[src/rtl/seq_pkg.sv]
// Shared definitions for the serial pattern transmitter and its sequence-checker benches.
package seq_pkg;

  typedef enum logic [1:0] {
    IDLE  = 2'b00,
    SHIFT = 2'b01,
    GAP   = 2'b10
  } seq_state_e;

  localparam logic [3:0] SEQ_1101 = 4'b1101;

endpackage

[src/rtl/seq_shreg.sv]
// Parallel-load, MSB-out left-shift register. nxt_o is the MSB the register will hold after
// the coming edge, so the owner can register it straight into its own output flop.
module seq_shreg #(
  parameter int unsigned W = 4
) (
  input  logic         clk,
  input  logic         rst,
  input  logic         load_i,
  input  logic         shift_i,
  input  logic [W-1:0] din_i,
  output logic         nxt_o
);

  logic [W-1:0] q_q, q_d;

  always_comb begin
    q_d = q_q;
    if (load_i) begin
      q_d = din_i;
    end else if (shift_i) begin
      q_d = {q_q[W-2:0], 1'b0};
    end
  end

  assign nxt_o = q_d[W-1];

  always_ff @(posedge clk or negedge rst) begin
    if (!rst) begin
      q_q <= '0;
    end else begin
      q_q <= q_d;
    end
  end

endmodule

[src/rtl/seq_pattern_tx.sv]
// Serial pattern transmitter: sends a captured PAT_W-bit pattern MSB-first, rpt times,
// with an optional idle gap between frames. All outputs are registered.
module seq_pattern_tx
  import seq_pkg::*;
#(
  parameter int unsigned PAT_W = 4,
  parameter int unsigned CNT_W = 8,
  parameter int unsigned GAP_W = 4
) (
  input  logic             clk,
  input  logic             rst,
  input  logic             start,
  input  logic             abort,
  input  logic [PAT_W-1:0] pattern,
  input  logic [CNT_W-1:0] rpt,
  input  logic [GAP_W-1:0] gap,
  output logic             dout,
  output logic             dvalid,
  output logic             busy,
  output logic             done,
  output logic [CNT_W-1:0] frame_cnt
);

  localparam int unsigned IdxW = $clog2(PAT_W);
  localparam logic [IdxW-1:0] LastIdx = IdxW'(PAT_W - 1);

  seq_state_e       state_q, state_d;
  logic [IdxW-1:0]  bit_idx_q, bit_idx_d;
  logic [GAP_W-1:0] gap_q, gap_d;
  logic [GAP_W-1:0] gap_cnt_q, gap_cnt_d;
  logic [CNT_W-1:0] rpt_q, rpt_d;
  logic [CNT_W-1:0] frame_cnt_q, frame_cnt_d;
  logic [CNT_W-1:0] frame_inc;
  logic [PAT_W-1:0] pat_q, pat_d;
  logic             dout_q, dout_d;
  logic             dvalid_q, dvalid_d;
  logic             busy_q, busy_d;
  logic             done_q, done_d;

  logic             sr_load, sr_shift, sr_nxt;
  logic [PAT_W-1:0] sr_din;

  seq_shreg #(
    .W (PAT_W)
  ) u_shreg (
    .clk     (clk),
    .rst     (rst),
    .load_i  (sr_load),
    .shift_i (sr_shift),
    .din_i   (sr_din),
    .nxt_o   (sr_nxt)
  );

  assign frame_inc = frame_cnt_q + 1'b1;

  always_comb begin
    state_d     = state_q;
    bit_idx_d   = bit_idx_q;
    gap_d       = gap_q;
    gap_cnt_d   = gap_cnt_q;
    rpt_d       = rpt_q;
    frame_cnt_d = frame_cnt_q;
    pat_d       = pat_q;
    dvalid_d    = dvalid_q;
    busy_d      = busy_q;
    done_d      = 1'b0;
    sr_load     = 1'b0;
    sr_shift    = 1'b0;
    sr_din      = pat_q;

    unique case (state_q)
      IDLE: begin
        dvalid_d = 1'b0;
        busy_d   = 1'b0;
        // abort outranks start, so a simultaneous pair starts nothing
        if (start && !abort) begin
          pat_d       = pattern;
          rpt_d       = (rpt == '0) ? CNT_W'(1) : rpt;
          gap_d       = gap;
          frame_cnt_d = '0;
          bit_idx_d   = '0;
          sr_load     = 1'b1;
          sr_din      = pattern;
          dvalid_d    = 1'b1;
          busy_d      = 1'b1;
          state_d     = SHIFT;
        end
      end
      SHIFT: begin
        if (abort) begin
          state_d  = IDLE;
          dvalid_d = 1'b0;
          busy_d   = 1'b0;
        end else if (bit_idx_q != LastIdx) begin
          bit_idx_d = bit_idx_q + 1'b1;
          sr_shift  = 1'b1;
        end else begin
          frame_cnt_d = frame_inc;
          bit_idx_d   = '0;
          if (frame_inc == rpt_q) begin
            state_d  = IDLE;
            dvalid_d = 1'b0;
            busy_d   = 1'b0;
            done_d   = 1'b1;
          end else if (gap_q == '0) begin
            sr_load = 1'b1;
          end else begin
            // down-counter: gap_q idle cycles, the last one when it reads zero
            state_d   = GAP;
            gap_cnt_d = gap_q - 1'b1;
            dvalid_d  = 1'b0;
          end
        end
      end
      GAP: begin
        if (abort) begin
          state_d  = IDLE;
          dvalid_d = 1'b0;
          busy_d   = 1'b0;
        end else if (gap_cnt_q == '0) begin
          state_d  = SHIFT;
          sr_load  = 1'b1;
          dvalid_d = 1'b1;
        end else begin
          gap_cnt_d = gap_cnt_q - 1'b1;
        end
      end
      default: begin
        state_d  = IDLE;
        dvalid_d = 1'b0;
        busy_d   = 1'b0;
      end
    endcase
  end

  // Line is forced low whenever no pattern bit is presented.
  assign dout_d = dvalid_d & sr_nxt;

  always_ff @(posedge clk or negedge rst) begin
    if (!rst) begin
      state_q     <= IDLE;
      bit_idx_q   <= '0;
      gap_q       <= '0;
      gap_cnt_q   <= '0;
      rpt_q       <= '0;
      frame_cnt_q <= '0;
      pat_q       <= '0;
      dout_q      <= 1'b0;
      dvalid_q    <= 1'b0;
      busy_q      <= 1'b0;
      done_q      <= 1'b0;
    end else begin
      state_q     <= state_d;
      bit_idx_q   <= bit_idx_d;
      gap_q       <= gap_d;
      gap_cnt_q   <= gap_cnt_d;
      rpt_q       <= rpt_d;
      frame_cnt_q <= frame_cnt_d;
      pat_q       <= pat_d;
      dout_q      <= dout_d;
      dvalid_q    <= dvalid_d;
      busy_q      <= busy_d;
      done_q      <= done_d;
    end
  end

  assign dout      = dout_q;
  assign dvalid    = dvalid_q;
  assign busy      = busy_q;
  assign done      = done_q;
  assign frame_cnt = frame_cnt_q;

endmodule

[config.mk]
export PLATFORM = sky130hd
export DESIGN_NAME = seq_pattern_tx
export DESIGN_NICKNAME = d
export VERILOG_FILES = /design/src/rtl/seq_pkg.sv /design/src/rtl/seq_shreg.sv /design/src/rtl/seq_pattern_tx.sv
export SDC_FILE = /design/constraint.sdc
export NUM_CORES = 1
export LEC_CHECK = 0
export ABC_AREA = 0
export CAP_MARGIN = 10
export CORE_UTILIZATION = 32
export DETAILED_ROUTE_END_ITERATION = 10
export GPL_TIMING_DRIVEN = 1
export PLACE_DENSITY = 0.61
export SLEW_MARGIN = 20
export SYNTH_ARGS = -nofsm -noshare
export SYNTH_HDL_FRONTEND = slang
export SYNTH_HIERARCHICAL = 1
export SYNTH_SLANG_ARGS = --single-unit
[constraint.sdc]
create_clock -name clk -period 3.5 [get_ports clk]
set_clock_uncertainty 0.05 [all_clocks]
set_input_delay 0.7 -clock clk [delete_from_list [all_inputs] [get_ports clk]]
set_output_delay 0.7 -clock clk [all_outputs]
set_load 0.01 [all_outputs]
==> results of run 1 <==
==> sequential cells by signal (all words and copies together), names as in the netlist, 2 cells and up <==
register,count
u_shreg/q_q,4
rpt_q,8
gap_cnt_q,4
frame_cnt,8
bit_idx_q,2
gap_q,4
pat_q,4
state_q,2
==> metrics by stage <==
stage / hold WS (ps) / area (sq um)
finish: 449 / 2640
global route: 474 / 2640
CTS: 455 / 2640
detailed placement: 438 / 2550
global placement: 434 / 2550
floorplan: 354 / 2170
==> synthesized netlist by cell type, types with 2 or more instances <==
master,count,area share [%]
a211o_1,3,1.2
a21oi_1,7,1.6
a22o_1,3,1.2
a31oi_1,2,0.58
and2_1,2,0.58
and3_1,3,0.86
buf_6,2,1.0
clkbuf_1,5,0.86
dfrtp_1,40,46
ha_1,3,1.7
mux2_2,16,8.3
mux2i_1,6,2.8
nand2_1,15,2.6
nand2b_1,4,1.2
nand3_1,4,0.92
nor2_1,13,2.2
nor2b_1,2,0.58
nor3_1,7,1.6
nor4_1,4,1.2
o21ai_0,15,3.5
o21ai_1,3,0.69
o221a_2,2,1.0
o31ai_1,3,1.0
o41ai_1,3,1.2
or3_1,2,0.58
xnor2_1,3,1.2
xor2_1,6,2.4
==> where the power goes <==
group	total, mW	internal [mW]	switching (mW)
clock network	0.337	0.176	0.161
logic	0.345	0.177	0.168
registers	0.639	0.560	0.0793
==> cell families (layout without fill, tap and decap cells) <==
kind of cell | Yosys count | in the layout | synth area share [%]
adders and majority gates | 3 | 3 | 1.73
xor gates and xnor gates | 11 | 11 | 5.94
buffers and inverters | 9 | 41 | 2.31
DFF | 40 | 40 | 46.1
AOI/OAI and AO/OA | 48 | 48 | 15.1
muxes | 23 | 23 | 11.6
and+or+nand+nor | 65 | 65 | 17.2
==> critical path, stage by stage, from the launching register on <==
cell and delay [ps]:
dfrtp_1 470, ha_1 320, and3_1 240, xnor3_1 220, nand3_1 210, nor3_1 140, nor4_2 370, a221o_1 390
nand2_1 80, o21ai_1 110, o221a_2 190
==> area by class of cell <==
type                    instances  area (sq um)  area share, %
multi-input cells             150          1120           42.6
inverters                       1          3.75          0.142
well taps                      77          96.3           3.65
clock buffers                   7          96.3           3.65
flip-flops and latches         40          1000           37.9
repair buffers                 33           320           12.1
==> path summary, 6_finish.rpt <==
| kind | startpoint | end | slack [ps] |
|---|---|---|---|
| worst max-delay path | frame_cnt[0]$_DFFE_PN0P_ | dout$_DFF_PN0_ | 640 |
| worst min-delay path | pat_q[2]$_DFF_PN0_ | pat_q[2]$_DFF_PN0_ | 450 |
| worst max register to register | frame_cnt[0]$_DFFE_PN0P_ | dout$_DFF_PN0_ | 640 |
| worst min register to register | pat_q[2]$_DFF_PN0_ | pat_q[2]$_DFF_PN0_ | 450 |
| max in group asynchronous | rst | gap_q[0]$_DFFE_PN0P_ | 2350 |
| min in group asynchronous | rst | rpt_q[1]$_DFFE_PN0P_ | 480 |
==> layer usage <==
layer	GRT usage, %	up-vias	share of wire [%]
li1	-	806	-
met1	19.5	818	50
met5	0	-	0
met2	23.4	24	46
met4	4.01	0	1.2
met3	3.24	6	3.2
==> results.yml, run 1 <==
worst_hold_path:
  hold_class: "flip-flop to flip-flop"
  holdPathStages: 1
status:
  status: "finished, violations left"
  violations: "design-rule violations"
final_layout:
  drive_gt1_share_pct: 16.9
  fin_util_pct: 40.9
  nFillCells: 643
  final_cell_mix: "dfrtp_1 (40), clkdlybuf4s50_1 (30), mux2_2 (16), o21ai_0 (15), nand2_1 (15)"
  final_common_cell: "dfrtp_1"
  insertedDiodeCount: 0
  syn_to_final_growth_pct: 21.7
  finalNonFillerCells: 308
  nets: 254
yosys:
  syn-num-nets: 222
  syn_avg_cell_area_sq_um: 10.9
  yosys_register_bits: 40
  synth_edf_count: 0
  ys_types: 48
  synthCells: 199
  ys_seq_area_share_pct: 46.1
  netlist_area_sq_um: 2170
  async_flop_share_pct: 100
  ys.flop_type: "dfrtp_1"
  ys.warnings.count: 6
route:
  drc: 2
  wl_per_cell_um: 15.6
  vias_per_cell: 5.37
  vias: 1654
  first_pass_iters: 7
  wl_um: 4820
  initialDrtViolationCount: 115
  ant_nets: 0
floorplanning:
  io_pins: 32
  core_area_sq_um: 6460
  row_count: 29
  die-area_sq_um: 7120
  die_w_um: 84.4
  fp.dieH_um: 84.4
  start_util_pct: 33.6
power:
  report.power.total_mw: 1.32
  cellPowerDensity_nw_per_um2: 500
  ir_drop_uv: 255
  leakage_nw: 1.10
clock_tree:
  cts-htree-levels: 2
  cts_tree: "built"
  ctsLongestPathBuffers: 2
  cts_setup_buffers: 0
  postCtsHoldBufs: 0
  post_cts_resized: 0
  cts.clk_slew.worst_paths_ps: 80
  cts_sinks: 40
  cts-root-buf: "clkbuf_8"
  clk_latency_ps: 290
  cts-buffers-inserted: 5
timing:
  setup_viol: 0
  finalHoldViolCount: 0
  worst_pin_slew_ps: 903
  drv_slew: 0
  max_freq_ghz: 0.350
  fin_ws_ps: 642
  fin_crit_sh_pct: 81.7
  rsz0062_at_grt: "no"
  fin_crit_ps: 2860
  fin_setup_tns_ps: 0
  slew_headroom_pct: 39.8
flow_run:
  max_cap_violations: 0
global_routing:
  antenna_found_initial: 0
  grt_pass1_vias: 1666
  grt.total_usage_pct: 14.4
  grt_max_degree: 41
  overflow: 0
  grt_pass1_wl_um: 8180
worst_setup_path:
  reg2reg_depth: 10
  critPathLaunchType: "flip-flop"
  critPathCaptureType: "flip-flop"
  crit_fanout: 8
  critPathKind: "flip-flop to flip-flop"
  worstPathRequired_ps: 3690
  arrival_ps: 3040
placement:
  gp_congestion: 0.810
  numPlacedInstances: 301
  portBuffers: 31
  place_ws_ps: 660
  dp_hpwl_um: 3540
Note: power is estimated with default switching activity, not from simulation.
==> run 2: changes to the inputs <==
PLACE_DENSITY = 0.63   (was 0.61)
clock period = 2.48 ns   (was 3.5 ns; I/O delays follow)
==> run 2 against run 1 <==
Effect of this change:
- the run now ends clean
- clock power up 71%
- flip-flop and latch count unchanged
- die area unchanged
- sequential share of layout area down 2.2 points
- cell count up 4.9%
- core utilization up 2.5 points
- fmax up 24%
- worst hold slack worse by 400 ps
- highest routed layer unchanged
==> results.yml, run 2 (synthesis gave the netlist of run 1 again) <==
final_layout:
  finalNonFillerCells: 323
  nets: 268
  final_common_cell: "dfrtp_1"
  final_cell_mix: "dfrtp_1 (40), clkdlybuf4s50_1 (30), mux2_2 (16), buf_4 (16)"
  syn_to_final_growth_pct: 29.1
  drive_gt1_share_pct: 23.2
  insertedDiodeCount: 0
global_routing:
  grt_pass1_vias: 1711
  antenna_found_initial: 0
  overflow: 0
  busiest_layer: "met2"
  use_met3_pct: 2.85
  grt_pass1_wl_um: 8270
  use_met1_pct: 20.5
  grt_max_degree: 25
  grtUsageMet2_pct: 21.8
  grt.total_usage_pct: 14.5
clock_tree:
  cts_tree: "built"
  cts_sinks: 40
  cts-root-buf: "clkbuf_8"
  cts.clk_slew.worst_paths_ps: 80
  postCtsHoldBufs: 0
  clk_latency_ps: 300
  cts-buffers-inserted: 5
  cts-htree-levels: 2
  ctsLongestPathBuffers: 2
floorplanning:
  fp.dieH_um: 84.4
  die-area_sq_um: 7120
  start_util_pct: 33.6
  core_area_sq_um: 6460
  io_pins: 32
  row_count: 29
  die_w_um: 84.4
worst_setup_path:
  critPathBufInv: 1
  cp_slowest_cell: "dfrtp_1"
  max_stage_delay_ps: 540
  worstPathRequired_ps: 2610
  critPathCaptureType: "flip-flop"
  path_cells: "and2_1 -> a21oi_1 -> nand4b_2 -> buf_4 -> nor4_4 -> nor2_2 -> mux2_1"
  arrival_ps: 2430
  critPathLaunchType: "flip-flop"
  crit_family: "simple AND/OR/NAND/NOR gates"
  crit_fanout: 9
  critPathKind: "flip-flop to flip-flop"
timing:
  fin_crit_ps: 2300
  rsz0062_at_grt: "no"
  finalHoldViolCount: 0
  setup_viol: 0
  slew_headroom_pct: 74.8
  max_freq_ghz: 0.434
  fin_setup_tns_ps: 0
  drv_slew: 0
  fin_crit_sh_pct: 92.8
  worst_pin_slew_ps: 378
route:
  wl_per_cell_um: 15.0
  wl_um: 4850
  first_pass_iters: 4
  drc: 0
  vias: 1728
  initialDrtViolationCount: 128
  vias_per_cell: 5.35
  ant_nets: 0
power:
  cellPowerDensity_nw_per_um2: 723
  p_int_mw: 1.41
  p_seq_share_pct: 44.6
  ir_drop_uv: 413
  clockPowerShare_pct: 28.4
  leakage_nw: 1.18
  p_sw_share_pct: 30.6
  p_switching_uw: 620
  combinationalPowerShare_pct: 27.0
placement:
  gp_congestion: 0.772
  portBuffers: 31
  dp_hpwl_um: 3520
  numPlacedInstances: 313
flow_run:
  max_cap_violations: 0
worst_hold_path:
  hold_class: "input pin to async pin"
status:
  status: "finished clean"
[run 2: final cells by class]
class | count | area [sq um]
Clock buffer | 6 | 82.6
Inverter | 1 | 3.75
Multi-Input combinational cell | 150 | 1150
Tap cell | 77 | 96.3
Sequential cell | 40 | 1000
Clock inverter | 2 | 38.8
Fill cell | 599 | 3660
Timing Repair Buffer | 47 | 425
[run 2: path summary, 6_finish.rpt]
path / startpoint / to / slack (ps) / cells past startpoint
max in group asynchronous: rst / gap_cnt_q[2]$_DFFE_PN0P_ / 1660 / 2
min in group clk: pat_q[0]$_DFF_PN0_ / pat_q[0]$_DFF_PN0_ / 460 / 1
hold / removal: rst / rpt_q[5]$_DFFE_PN0P_ / 50 / 1
setup / recovery: frame_cnt[3]$_DFFE_PN0P_ / gap_cnt_q[0]$_DFFE_PN0P_ / 180 / 7
setup reg to reg: frame_cnt[3]$_DFFE_PN0P_ / gap_cnt_q[0]$_DFFE_PN0P_ / 180 / 7
hold reg to reg: pat_q[0]$_DFF_PN0_ / pat_q[0]$_DFF_PN0_ / 460 / 1
[run 2: stage by stage]
stage / cell area (sq um) / hold WS, ps / power, mW / worst slack (ps) / util [%]
final: 2800 / 52.9 / 2.03 / 178 / 43.4
after detailed placement: 2640 / 391 / 1.45 / 102 / 40.9
after global placement: 2640 / 385 / 1.44 / 174 / 40.9
after global routing: 2800 / 75.3 / 2.13 / 8.42 / 43.4
after CTS: 2760 / 59.1 / 2.03 / 91.9 / 42.8
after floorplan: 2180 / 150 / 1.24 / 32.5 / -
[run 2: routing by layer]
| layer | routed length (um) | vias up |
|---|---|---|
| met1 | 2370 | 847 |
| li1 | - | 834 |
| met3 | 175 | 8 |
| met2 | 2230 | 39 |
| met5 | 0 | - |
| met4 | 72 | 0 |
[run 2: worst reg2reg max path: stages (launching register included)]
cell and delay (ps):
dfrtp_1 540, and2_1 260, a21oi_1 90, nand4b_2 250, buf_4 190, nor4_4 380, nor2_2 110, mux2_1 320
[run 2: power by group through the flow]
stage          Combinational [mW]  Sequential (mW)  Clock (mW)
6_report                    0.547            0.905       0.575
5_1_grt                     0.600            0.922       0.612
4_1_cts                     0.544            0.899       0.587
3_5_place_dp                0.538            0.909           0
3_3_place_gp                0.525            0.910           0
2_1_floorplan               0.362            0.881           0
[run 2: what timing repair did]
item	in CTS	in global routing
buffers inserted	0	2
gates resized for setup	0	4
endpoints found under the setup margin	0	6
